**src/rtl/gmii_rx_monitor_if.sv**
```systemverilog
// GMII receive tap plus per-frame result and statistics bundle for gmii_rx_monitor.
// The master side drives the GMII stream and clear; the slave side is the monitor.
interface gmii_rx_monitor_if #(
    parameter int CW = 16
);
    logic [7:0]    rxd;
    logic          rx_dv;
    logic          rx_er;
    logic          clear;
    logic          frame_done;
    logic [2:0]    frame_status;
    logic [15:0]   frame_len;
    logic [CW-1:0] cnt_good;
    logic [CW-1:0] cnt_crc;
    logic [CW-1:0] cnt_rxer;
    logic [CW-1:0] cnt_runt;
    logic [CW-1:0] cnt_over;
    logic [CW-1:0] cnt_pre;

    modport master (
        output rxd, rx_dv, rx_er, clear,
        input  frame_done, frame_status, frame_len,
        input  cnt_good, cnt_crc, cnt_rxer, cnt_runt, cnt_over, cnt_pre
    );

    modport slave (
        input  rxd, rx_dv, rx_er, clear,
        output frame_done, frame_status, frame_len,
        output cnt_good, cnt_crc, cnt_rxer, cnt_runt, cnt_over, cnt_pre
    );
endinterface

```
**src/rtl/gmii_rx_monitor.sv**
```systemverilog
// Passive GMII receive monitor: preamble/SFD parsing, on-the-fly CRC-32 check,
// per-frame classification and saturating per-class frame counters.
module gmii_rx_monitor #(
    parameter int CW      = 16,
    parameter int MIN_LEN = 64,
    parameter int MAX_LEN = 1522
) (
    input  logic              clk,
    input  logic              rstn,
    gmii_rx_monitor_if.slave  bus
);
    typedef enum logic [1:0] {S_IDLE, S_PRE, S_DATA, S_DROP} state_t;

    localparam logic [7:0]  PRE_BYTE    = 8'h55;
    localparam logic [7:0]  SFD_BYTE    = 8'hD5;
    localparam logic [31:0] CRC_POLY_R  = 32'hEDB88320;
    localparam logic [31:0] CRC_RESIDUE = 32'hDEBB20E3;
    localparam int          NCLS        = 6;

    localparam logic [2:0] CLS_GOOD = 3'd0;
    localparam logic [2:0] CLS_CRC  = 3'd1;
    localparam logic [2:0] CLS_RXER = 3'd2;
    localparam logic [2:0] CLS_RUNT = 3'd3;
    localparam logic [2:0] CLS_OVER = 3'd4;
    localparam logic [2:0] CLS_PRE  = 3'd5;

    state_t        r_state;
    logic          r_dv_prev;
    logic [31:0]   r_crc;
    logic [15:0]   r_len;
    logic          r_err;
    logic          r_done;
    logic [2:0]    r_status;
    logic [15:0]   r_flen;
    logic [CW-1:0] r_cnt [NCLS];

    state_t        w_state_next;
    logic [31:0]   w_crc_next;
    logic [15:0]   w_len_next;
    logic          w_err_next;
    logic          w_eof;
    logic [2:0]    w_class;

    // Reflected CRC-32, one byte per call, data consumed LSB first.
    function automatic logic [31:0] crc32_byte(input logic [31:0] c, input logic [7:0] d);
        logic [31:0] r;
        r = c;
        for (int i = 0; i < 8; i++) begin
            if (r[0] ^ d[i]) r = (r >> 1) ^ CRC_POLY_R;
            else             r = r >> 1;
        end
        return r;
    endfunction

    always_ff @(posedge clk) begin
        if (!rstn) begin
            r_state   <= S_IDLE;
            r_dv_prev <= 1'b1;
            r_crc     <= 32'hFFFF_FFFF;
            r_len     <= 16'd0;
            r_err     <= 1'b0;
        end else begin
            r_state   <= w_state_next;
            r_dv_prev <= bus.rx_dv;
            r_crc     <= w_crc_next;
            r_len     <= w_len_next;
            r_err     <= w_err_next;
        end
    end

    always_comb begin
        w_state_next = r_state;
        w_crc_next   = r_crc;
        w_len_next   = r_len;
        w_err_next   = r_err;
        w_eof        = 1'b0;
        case (r_state)
            S_IDLE: begin
                if (bus.rx_dv && !r_dv_prev) begin
                    w_err_next   = 1'b0;
                    w_len_next   = 16'd0;
                    w_state_next = (bus.rxd == PRE_BYTE) ? S_PRE : S_DROP;
                end
            end
            S_PRE: begin
                if (!bus.rx_dv) begin
                    w_eof        = 1'b1;
                    w_state_next = S_IDLE;
                end else begin
                    w_err_next = r_err | bus.rx_er;
                    if (bus.rxd == SFD_BYTE) begin
                        w_state_next = S_DATA;
                        w_crc_next   = 32'hFFFF_FFFF;
                        w_len_next   = 16'd0;
                    end else if (bus.rxd != PRE_BYTE) begin
                        w_state_next = S_DROP;
                    end
                end
            end
            S_DATA: begin
                if (!bus.rx_dv) begin
                    w_eof        = 1'b1;
                    w_state_next = S_IDLE;
                end else begin
                    w_err_next = r_err | bus.rx_er;
                    w_crc_next = crc32_byte(r_crc, bus.rxd);
                    if (r_len != 16'hFFFF) w_len_next = r_len + 16'd1;
                end
            end
            default: begin
                if (!bus.rx_dv) begin
                    w_eof        = 1'b1;
                    w_state_next = S_IDLE;
                end else begin
                    w_err_next = r_err | bus.rx_er;
                end
            end
        endcase
    end

    // Any frame ending outside DATA never saw a valid SFD, so it is a preamble error.
    always_comb begin
        w_class = CLS_GOOD;
        if (r_state != S_DATA)                  w_class = CLS_PRE;
        else if (r_err)                         w_class = CLS_RXER;
        else if (32'(r_len) < MIN_LEN)          w_class = CLS_RUNT;
        else if (32'(r_len) > MAX_LEN)          w_class = CLS_OVER;
        else if (r_crc != CRC_RESIDUE)          w_class = CLS_CRC;
    end

    always_ff @(posedge clk) begin
        if (!rstn) begin
            r_done   <= 1'b0;
            r_status <= 3'd0;
            r_flen   <= 16'd0;
        end else begin
            r_done <= w_eof;
            if (w_eof) begin
                r_status <= w_class;
                r_flen   <= r_len;
            end
        end
    end

    generate
        for (genvar gi = 0; gi < NCLS; gi++) begin : g_cnt
            always_ff @(posedge clk) begin
                if (!rstn || bus.clear)
                    r_cnt[gi] <= '0;
                else if (w_eof && (w_class == 3'(gi)) && (r_cnt[gi] != {CW{1'b1}}))
                    r_cnt[gi] <= r_cnt[gi] + 1'b1;
            end
        end
    endgenerate

    assign bus.frame_done   = r_done;
    assign bus.frame_status = r_status;
    assign bus.frame_len    = r_flen;
    assign bus.cnt_good     = r_cnt[CLS_GOOD];
    assign bus.cnt_crc      = r_cnt[CLS_CRC];
    assign bus.cnt_rxer     = r_cnt[CLS_RXER];
    assign bus.cnt_runt     = r_cnt[CLS_RUNT];
    assign bus.cnt_over     = r_cnt[CLS_OVER];
    assign bus.cnt_pre      = r_cnt[CLS_PRE];
endmodule

```
**src/flat_wrapper.sv**
```systemverilog
// flat-port wrapper written by rule: the top's interface ports become plain ports
module gmii_rx_monitor_flat 
#(
    parameter int CW      = 16,
    parameter int MIN_LEN = 64,
    parameter int MAX_LEN = 1522
)
  (clk, rstn, bus_rxd, bus_rx_dv, bus_rx_er, bus_clear, bus_frame_done, bus_frame_status, bus_frame_len, bus_cnt_good, bus_cnt_crc, bus_cnt_rxer, bus_cnt_runt, bus_cnt_over, bus_cnt_pre);
  gmii_rx_monitor_if #(.CW(CW)) bus_i ();
  input  logic clk;
  input  logic rstn;
  input wire logic [$bits(bus_i.rxd)-1:0] bus_rxd;
  input wire logic [$bits(bus_i.rx_dv)-1:0] bus_rx_dv;
  input wire logic [$bits(bus_i.rx_er)-1:0] bus_rx_er;
  input wire logic [$bits(bus_i.clear)-1:0] bus_clear;
  output wire logic [$bits(bus_i.frame_done)-1:0] bus_frame_done;
  output wire logic [$bits(bus_i.frame_status)-1:0] bus_frame_status;
  output wire logic [$bits(bus_i.frame_len)-1:0] bus_frame_len;
  output wire logic [$bits(bus_i.cnt_good)-1:0] bus_cnt_good;
  output wire logic [$bits(bus_i.cnt_crc)-1:0] bus_cnt_crc;
  output wire logic [$bits(bus_i.cnt_rxer)-1:0] bus_cnt_rxer;
  output wire logic [$bits(bus_i.cnt_runt)-1:0] bus_cnt_runt;
  output wire logic [$bits(bus_i.cnt_over)-1:0] bus_cnt_over;
  output wire logic [$bits(bus_i.cnt_pre)-1:0] bus_cnt_pre;
  assign bus_i.rxd = bus_rxd;
  assign bus_i.rx_dv = bus_rx_dv;
  assign bus_i.rx_er = bus_rx_er;
  assign bus_i.clear = bus_clear;
  assign bus_frame_done = bus_i.frame_done;
  assign bus_frame_status = bus_i.frame_status;
  assign bus_frame_len = bus_i.frame_len;
  assign bus_cnt_good = bus_i.cnt_good;
  assign bus_cnt_crc = bus_i.cnt_crc;
  assign bus_cnt_rxer = bus_i.cnt_rxer;
  assign bus_cnt_runt = bus_i.cnt_runt;
  assign bus_cnt_over = bus_i.cnt_over;
  assign bus_cnt_pre = bus_i.cnt_pre;
  gmii_rx_monitor #(.CW(CW), .MIN_LEN(MIN_LEN), .MAX_LEN(MAX_LEN)) u_core (.clk(clk), .rstn(rstn), .bus(bus_i));
endmodule
```
**config.mk**
```make
export PLATFORM = sky130hd
export DESIGN_NAME = gmii_rx_monitor_flat
export DESIGN_NICKNAME = d
export VERILOG_FILES = /design/src/rtl/gmii_rx_monitor_if.sv /design/src/rtl/gmii_rx_monitor.sv /design/src/flat_wrapper.sv
export SDC_FILE = /design/constraint.sdc
export NUM_CORES = 1
export LEC_CHECK = 0
export ABC_CLOCK_PERIOD_IN_PS = 5600
export CORE_UTILIZATION = 59
export CTS_CLUSTER_DIAMETER = 80
export CTS_CLUSTER_SIZE = 16
export DETAILED_ROUTE_END_ITERATION = 10
export PLACE_DENSITY_LB_ADDON = 0.05
export SLEW_MARGIN = 5
export SYNTH_ARGS = -nofsm -noshare
export SYNTH_HDL_FRONTEND = slang
export SYNTH_SLANG_ARGS = --single-unit
```
**constraint.sdc**
```tcl
create_clock -name clk -period 5.6 [get_ports clk]
set_input_delay 0.56 -clock clk [delete_from_list [all_inputs] [get_ports clk]]
set_output_delay 0.56 -clock clk [all_outputs]
set_load 0.02 [all_outputs]
```
==> results.sh, run 1 <==
export IMPL_status="finished, final reports clean"
export IMPL_wl_mm=20.5
export IMPL_cts_buffers=17
export IMPL_nets=1009
export IMPL_drv_cap=0
export IMPL_synthCells=867
export IMPL_worst_path_buf_inv=1
export IMPL_r2r_start="u_core.r_len[0]"
export IMPL_clock_fmax_ghz=0.344
export IMPL_setup_viol=0
export IMPL_rsz0062_at_grt="false"
export IMPL_cts_hold_buffers=0
export IMPL_placedCellCount=1153
export IMPL_p_clk_frac=0.387
export IMPL_seq_area_frac_synth=0.491
export IMPL_worstHoldEndpoint="u_core.bus.frame_len[4]"
export IMPL_dpl_instance_area_mm2=0.0102
export IMPL_most_common_layout_cells="clkdlybuf4s50_1 (128), edfxtp_1 (96), nand2_1 (91)"
export IMPL_grt_max_degree=33
export IMPL_first_iter_violations=588
export IMPL_cts_tree="yes"
export IMPL_die_w_um=124
export IMPL_maxSlewViolCount=0
export IMPL_boundaryPins=129
export IMPL_clk_pin_slew_ns=0.07
export IMPL_dr_pass1_iters=4
export IMPL_syn_area_mm2=0.00881
export IMPL_power_density_mw_per_mm2=273
export IMPL_post_cts_buffers=0
export IMPL_r2r_end="u_core.r_cnt[2][10]"
export IMPL_slew_headroom=0.220
export IMPL_avgRoutedWirePerCell_um=17.3
export IMPL_vias=6996
export IMPL_hp_class="flop to flop"
export IMPL_synth_edf_count=96
export IMPL_grt_overflow=0
export IMPL_p_leak_nw=3.48
export IMPL_ctsHtreeMaxLevel=4
export IMPL_clock_sinks=168
export IMPL_drc=0
export IMPL_num_antenna_cells=0
export IMPL_skew_ns=0.00988
export IMPL_worst_pin_slew_ns=1.17
export IMPL_antenna_found_initial=0
export IMPL_syn_to_final_growth_pct=22.2
export IMPL_cp_data_arrival_time_ns=3.17
export IMPL_post_route_min_period_ns=2.91
export IMPL_core_mm2=0.0145
export IMPL_die_height_um=124
export IMPL_switching_share=0.261
export IMPL_start_util=0.606
export IMPL_crit_path_end_kind="flop"
export IMPL_cpPeakStageDelay_ns=0.69
export IMPL_ir_worst_vdd_mv=0.223
export IMPL_async_flop_share=0
export IMPL_first_global_vias=6631
export IMPL_crit_chain="clkdlybuf4s50_1 > or4b_1 > or3_1 > a21o_4 > nor3_1"
export IMPL_start_kind="primary input"
export IMPL_pwr_share_seq=0.479
export IMPL_via_per_inst=5.90
export IMPL_required_ns=5.86
export IMPL_crit_slowest_cell="clkdlybuf4s50_1"
export IMPL_mostFrequentLayoutCell="clkdlybuf4s50_1"
export IMPL_die_area_mm2=0.0154
export IMPL_netlist_cell_type_count=64
export IMPL_finalHoldViolations=0
export IMPL_fin_crit_sh=0.519
export IMPL_ant_nets=0
export IMPL_fin_area_mm2=0.0108
export IMPL_hold_start="u_core.bus.frame_len[4]"
export IMPL_io_buffer_count=128
export IMPL_yosysWarnings=0
export IMPL_num_rows=44
export IMPL_drive_gt1_frac=0.0769
export IMPL_cell_internal_pwr_mw=2.17
export IMPL_clkLatencyLatePin_ns=0.44
export IMPL_root_buffer="clkbuf_16"
export IMPL_grt_pass1_wl_mm=32.8
export IMPL_path_max_fanout=32
export IMPL_track_usage=0.275
export IMPL_crit_type="primary input to flop"
export IMPL_dpl_hpwl_mm=14.4
export IMPL_layout_cells_non_filler=1185
export IMPL_routabilityCongestion=0.896
export IMPL_cts_resized=0
export IMPL_r2r_slack_ns=2.78
export IMPL_ff2ff_path_depth=8
export IMPL_clockBufferDepth=2
export IMPL_holdPathStages=2
export IMPL_synth_nets=888
export IMPL_setup_tns_ns=0
export IMPL_finish_utilization=0.740
export IMPL_cp_top_family="simple AND/OR/NAND/NOR gates"
export IMPL_avgSynthCellArea_um2=10.2
export IMPL_ys_flop_type="edfxtp_1"
export IMPL_combPwrFrac=0.133
export IMPL_synth_seq_cells=168
export IMPL_switchingPower_uw=766
==> worst min-delay path: cells and delay by family, from the launching register on <==
kind               cells  cell delay, ns
DFF                    1            0.31
and+or+nand+nor        1            0.05
AOI/OAI and AO/OA      1            0.05
==> logic make-up (layout without fill, tap and decap cells) <==
logic type,after synthesis,after routing,synth area share
buf+inv,53,187,0.0285
compound gates,108,108,0.0875
fa+ha+maj,8,8,0.0114
simple gates,373,373,0.221
xor+xnor,157,157,0.161
flops,168,168,0.491
==> worst max-delay path by stage <==
stage,start,to,slack [ns],depth (start not counted)
2_1_floorplan,u_core.r_len[11],u_core.r_cnt[0][0],2.32,5
3_3_place_gp,bus_rx_dv,u_core.r_cnt[2][9],2.43,5
3_5_place_dp,bus_rx_dv,u_core.r_cnt[2][2],2.25,5
4_1_cts,bus_rx_dv,u_core.r_cnt[2][2],2.69,5
5_1_grt,bus_rx_dv,u_core.r_cnt[2][9],2.53,5
6_report,bus_rx_dv,u_core.r_cnt[2][2],2.69,5
==> layout make-up <==
class	count	area, µm²
flip-flops and latches	168	4320
inverters	22	82.6
clock buffers	17	425
repair buffers	133	1320
well taps	184	230
fillers	1037	3770
multi-input cells	646	4240
clock inverters	15	136
==> cells in the mapped netlist (all sizes together), types with 10 or more instances <==
master   number  area share
a21oi        36       0.020
a2bb2oi      10      0.0099
and3         10      0.0071
and4         10      0.0099
buf          14       0.012
clkbuf       17      0.0074
dfxtp        72        0.16
edfxtp       96        0.33
inv          22      0.0094
nand2        91       0.039
nand3        42       0.024
nand4        21       0.015
nor2         87       0.037
nor3         56       0.042
o21ai        13      0.0074
o22ai        13      0.0092
o31ai        12       0.012
xnor2        94       0.097
xor2         62       0.062
==> routing by layer <==
layer / track usage / share of wire / up-vias
met5: 0 / 0 / -
met4: 0.0967 / 0.017 / 0
met3: 0.0522 / 0.046 / 30
met2: 0.454 / 0.50 / 196
met1: 0.361 / 0.44 / 3427
li1: - / - / 3343
==> stage by stage <==
step	total power [mW]	hold slack (ns)	setup slack, ns
6_report	2.94	0.460	2.69
5_1_grt	3.03	0.479	2.53
4_1_cts	2.94	0.462	2.69
3_5_place_dp	1.82	0.450	2.25
3_3_place_gp	1.81	0.451	2.43
2_1_floorplan	1.68	0.462	2.32
==> registers in the layout, indices dropped and copies added, names as in the netlist <==
register / cells
u_core.bus.frame_len: 16
u_core.r_state: 2
u_core.r_cnt: 96
u_core.r_crc: 32
u_core.r_err: 1
u_core.bus.frame_status: 3
u_core.r_dv_prev: 1
u_core.r_len: 16
u_core.bus.frame_done: 1
==> power by group through the flow <==
stage | Sequential [mW] | Clock [mW] | Combinational (mW)
final | 1.41 | 1.14 | 0.391
after global routing | 1.42 | 1.20 | 0.423
after CTS | 1.41 | 1.15 | 0.390
after detailed placement | 1.43 | 0 | 0.385
after global placement | 1.43 | 0 | 0.379
after floorplan | 1.47 | 0 | 0.218
(Power assumes the default switching activity.)
==> run 2, diff against run 1 <==
--- a/config.mk
+++ b/config.mk
@@ -5,8 +5,8 @@
 export SDC_FILE = /design/constraint.sdc
 export NUM_CORES = 1
 export LEC_CHECK = 0
-export ABC_CLOCK_PERIOD_IN_PS = 5600
-export CORE_UTILIZATION = 59
+export ABC_CLOCK_PERIOD_IN_PS = 2450
+export CORE_UTILIZATION = 50
 export CTS_CLUSTER_DIAMETER = 80
 export CTS_CLUSTER_SIZE = 16
 export DETAILED_ROUTE_END_ITERATION = 10
==> constraint.sdc (replaced) <==
create_clock -name clk -period 2.45 [get_ports clk]
set_input_delay 0.245 -clock clk [delete_from_list [all_inputs] [get_ports clk]]
set_output_delay 0.245 -clock clk [all_outputs]
set_load 0.02 [all_outputs]
==> run 2 against run 1 <==
Net effect: worst setup slack worse by 2.6 ns; clock-buffer cell count is 2 higher; sequential share of layout area shrank 2.4 points; first-iteration DRC count down 18%; global-route usage is 4.7 points lower; cell count grew 8.9%; register-to-register slack worse by 2.7 ns; non-clock buffer count is 65 higher; sequential power grew 130%; routed wire length fell by 1.9%; highest routed layer unchanged.
==> results.sh, run 2 (synthesis gave the netlist of run 1 again) <==
export IMPL_status="finished, final reports clean"
export IMPL_root_buffer="clkbuf_16"
export IMPL_wl_mm=20.1
export IMPL_via_per_inst=5.41
export IMPL_grt_max_degree=33
export IMPL_io_buffer_count=128
export IMPL_dpl_hpwl_mm=14.4
export IMPL_syn_to_final_growth_pct=29.8
export IMPL_nets=1074
export IMPL_post_route_min_period_ns=2.35
export IMPL_cts_tree="yes"
export IMPL_boundaryPins=129
export IMPL_die_w_um=135
export IMPL_ant_nets=0
export IMPL_largest_register_ffs=96
export IMPL_setup_viol=0
export IMPL_cell_internal_pwr_mw=5.06
export IMPL_most_common_layout_cells="clkdlybuf4s50_1 (128), edfxtp_1 (96), nand2_1 (91)"
export IMPL_reg_largest_list="u_core.r_cnt: 96 flops, u_core.r_crc: 32 flops"
export IMPL_cts_hold_buffers=0
export IMPL_p_total_mw=6.85
export IMPL_core_mm2=0.0172
export IMPL_skew_ns=0.00853
export IMPL_cts_buffers=17
export IMPL_path_max_fanout=16
export IMPL_mostFrequentLayoutCell="clkdlybuf4s50_1"
export IMPL_combPwrFrac=0.143
export IMPL_first_global_vias=6615
export IMPL_ir_worst_vdd_mv=0.453
export IMPL_num_rows=48
export IMPL_rsz0062_at_grt="true"
export IMPL_holdPathStages=2
export IMPL_die_area_mm2=0.0182
export IMPL_grt_overflow=0
export IMPL_p_clk_frac=0.389
export IMPL_whs_ns=0.460
export IMPL_dr_pass1_iters=5
export IMPL_track_usage=0.229
export IMPL_finalHoldViolations=0
export IMPL_die_height_um=135
export IMPL_regMostFlops="u_core.r_cnt"
export IMPL_p_leak_nw=3.81
export IMPL_clkLatencyLatePin_ns=0.43
export IMPL_setup_ws_ns=0.100
export IMPL_start_kind="flop"
export IMPL_avgRoutedWirePerCell_um=15.6
export IMPL_cp_data_arrival_time_ns=2.49
export IMPL_clock_fmax_ghz=0.426
export IMPL_clk_pin_slew_ns=0.07
export IMPL_clock_sinks=168
export IMPL_hp_class="flop to flop"
export IMPL_crit_path_end_kind="flop"
export IMPL_ff2ff_path_depth=6
export IMPL_start_util=0.511
export IMPL_switchingPower_mw=1.79
export IMPL_clockBufferDepth=2
export IMPL_worst_pin_slew_ns=0.707
export IMPL_drive_gt1_frac=0.141
export IMPL_first_iter_violations=485
export IMPL_finish_utilization=0.664
export IMPL_grt_pass1_wl_mm=32.9
export IMPL_slew_headroom=0.525
export IMPL_num_antenna_cells=0
export IMPL_crit_type="flop to flop"
export IMPL_routabilityCongestion=0.813
export IMPL_switching_share=0.262
export IMPL_fin_crit_sh=0.959
export IMPL_maxSlewViolCount=0
export IMPL_power_density_mw_per_mm2=599
export IMPL_antenna_found_initial=0
export IMPL_drv_cap=0
export IMPL_drc=0
export IMPL_vias=6983
export IMPL_ctsHtreeMaxLevel=4
export IMPL_post_place_ws_ns=-0.0543
export IMPL_pwr_share_seq=0.468
export IMPL_required_ns=2.59
## run 2: cell count changes in the layout (fill, tap and decap cells not counted), moves of 3 or more
cell / previous run / this run
clkinvlp_4: 1 / 7
buf_12: 0 / 5
buf_4: 5 / 65
clkinv_4: 4 / 1
inv_6: 0 / 3
clkinv_1: 5 / 0
## run 2: power by group through the flow
stage               clock network [mW]  registers [mW]  logic [mW]
detailed placement                   0            3.27       0.974
finish                            2.67            3.21       0.980
CTS                               2.71            3.21       0.982
floorplan                            0            3.35       0.504
global route                      2.81            3.22        1.05
global placement                     0            3.27       0.971
## run 2: layout make-up
type | instances | area (µm²)
multi-input cells | 646 | 4300
fillers | 1415 | 5800
clock buffers | 19 | 433
repair buffers | 198 | 1870
clock inverters | 13 | 148
inverters | 22 | 82.6
flip-flops and latches | 168 | 4330
well taps | 225 | 282
## run 2: worst paths after layout
kind | startpoint | end | slack [ns]
setup / recovery | u_core.r_crc[13] | u_core.r_cnt[2][4] | 0.10
hold / removal | u_core.bus.frame_len[5] | u_core.bus.frame_len[5] | 0.46
setup reg to reg | u_core.r_crc[13] | u_core.r_cnt[2][4] | 0.10
hold reg to reg | u_core.bus.frame_len[5] | u_core.bus.frame_len[5] | 0.46
## run 2: critical path, stage by stage, from the launching register on
cell and delay [ns]:
dfxtp_1 0.36, nor4bb_1 0.34, nand4_1 0.20, o41a_2 0.44
and2_1 0.24, o31ai_4 0.28, buf_12 0.19
## run 2: per-stage QoR
stage | instance area, µm² | TNS, ns | cells
after CTS | 11400 | 0 | 1291
final | 11400 | 0 | 1291
after global placement | 10800 | -0.139 | 1259
after detailed placement | 10800 | -0.533 | 1259
after global routing | 11400 | -0.105 | 1291
after floorplan | 8860 | -0.980 | 867
## run 2: what timing repair did
| action | in CTS | in global routing |
|---|---|---|
| setup buffers | 0 | 0 |
| resized for setup | 0 | 4 |
| setup endpoints to repair | 0 | 47 |
## run 2: routing by layer
metal,up-vias,share of wire,routed length (µm),global-route usage
met3,23,0.035,714,0.0353
li1,3466,-,-,-
met1,3344,0.47,9490,0.310
met5,-,0,0,0
met4,0,0.015,311,0.0774
met2,150,0.48,9600,0.373
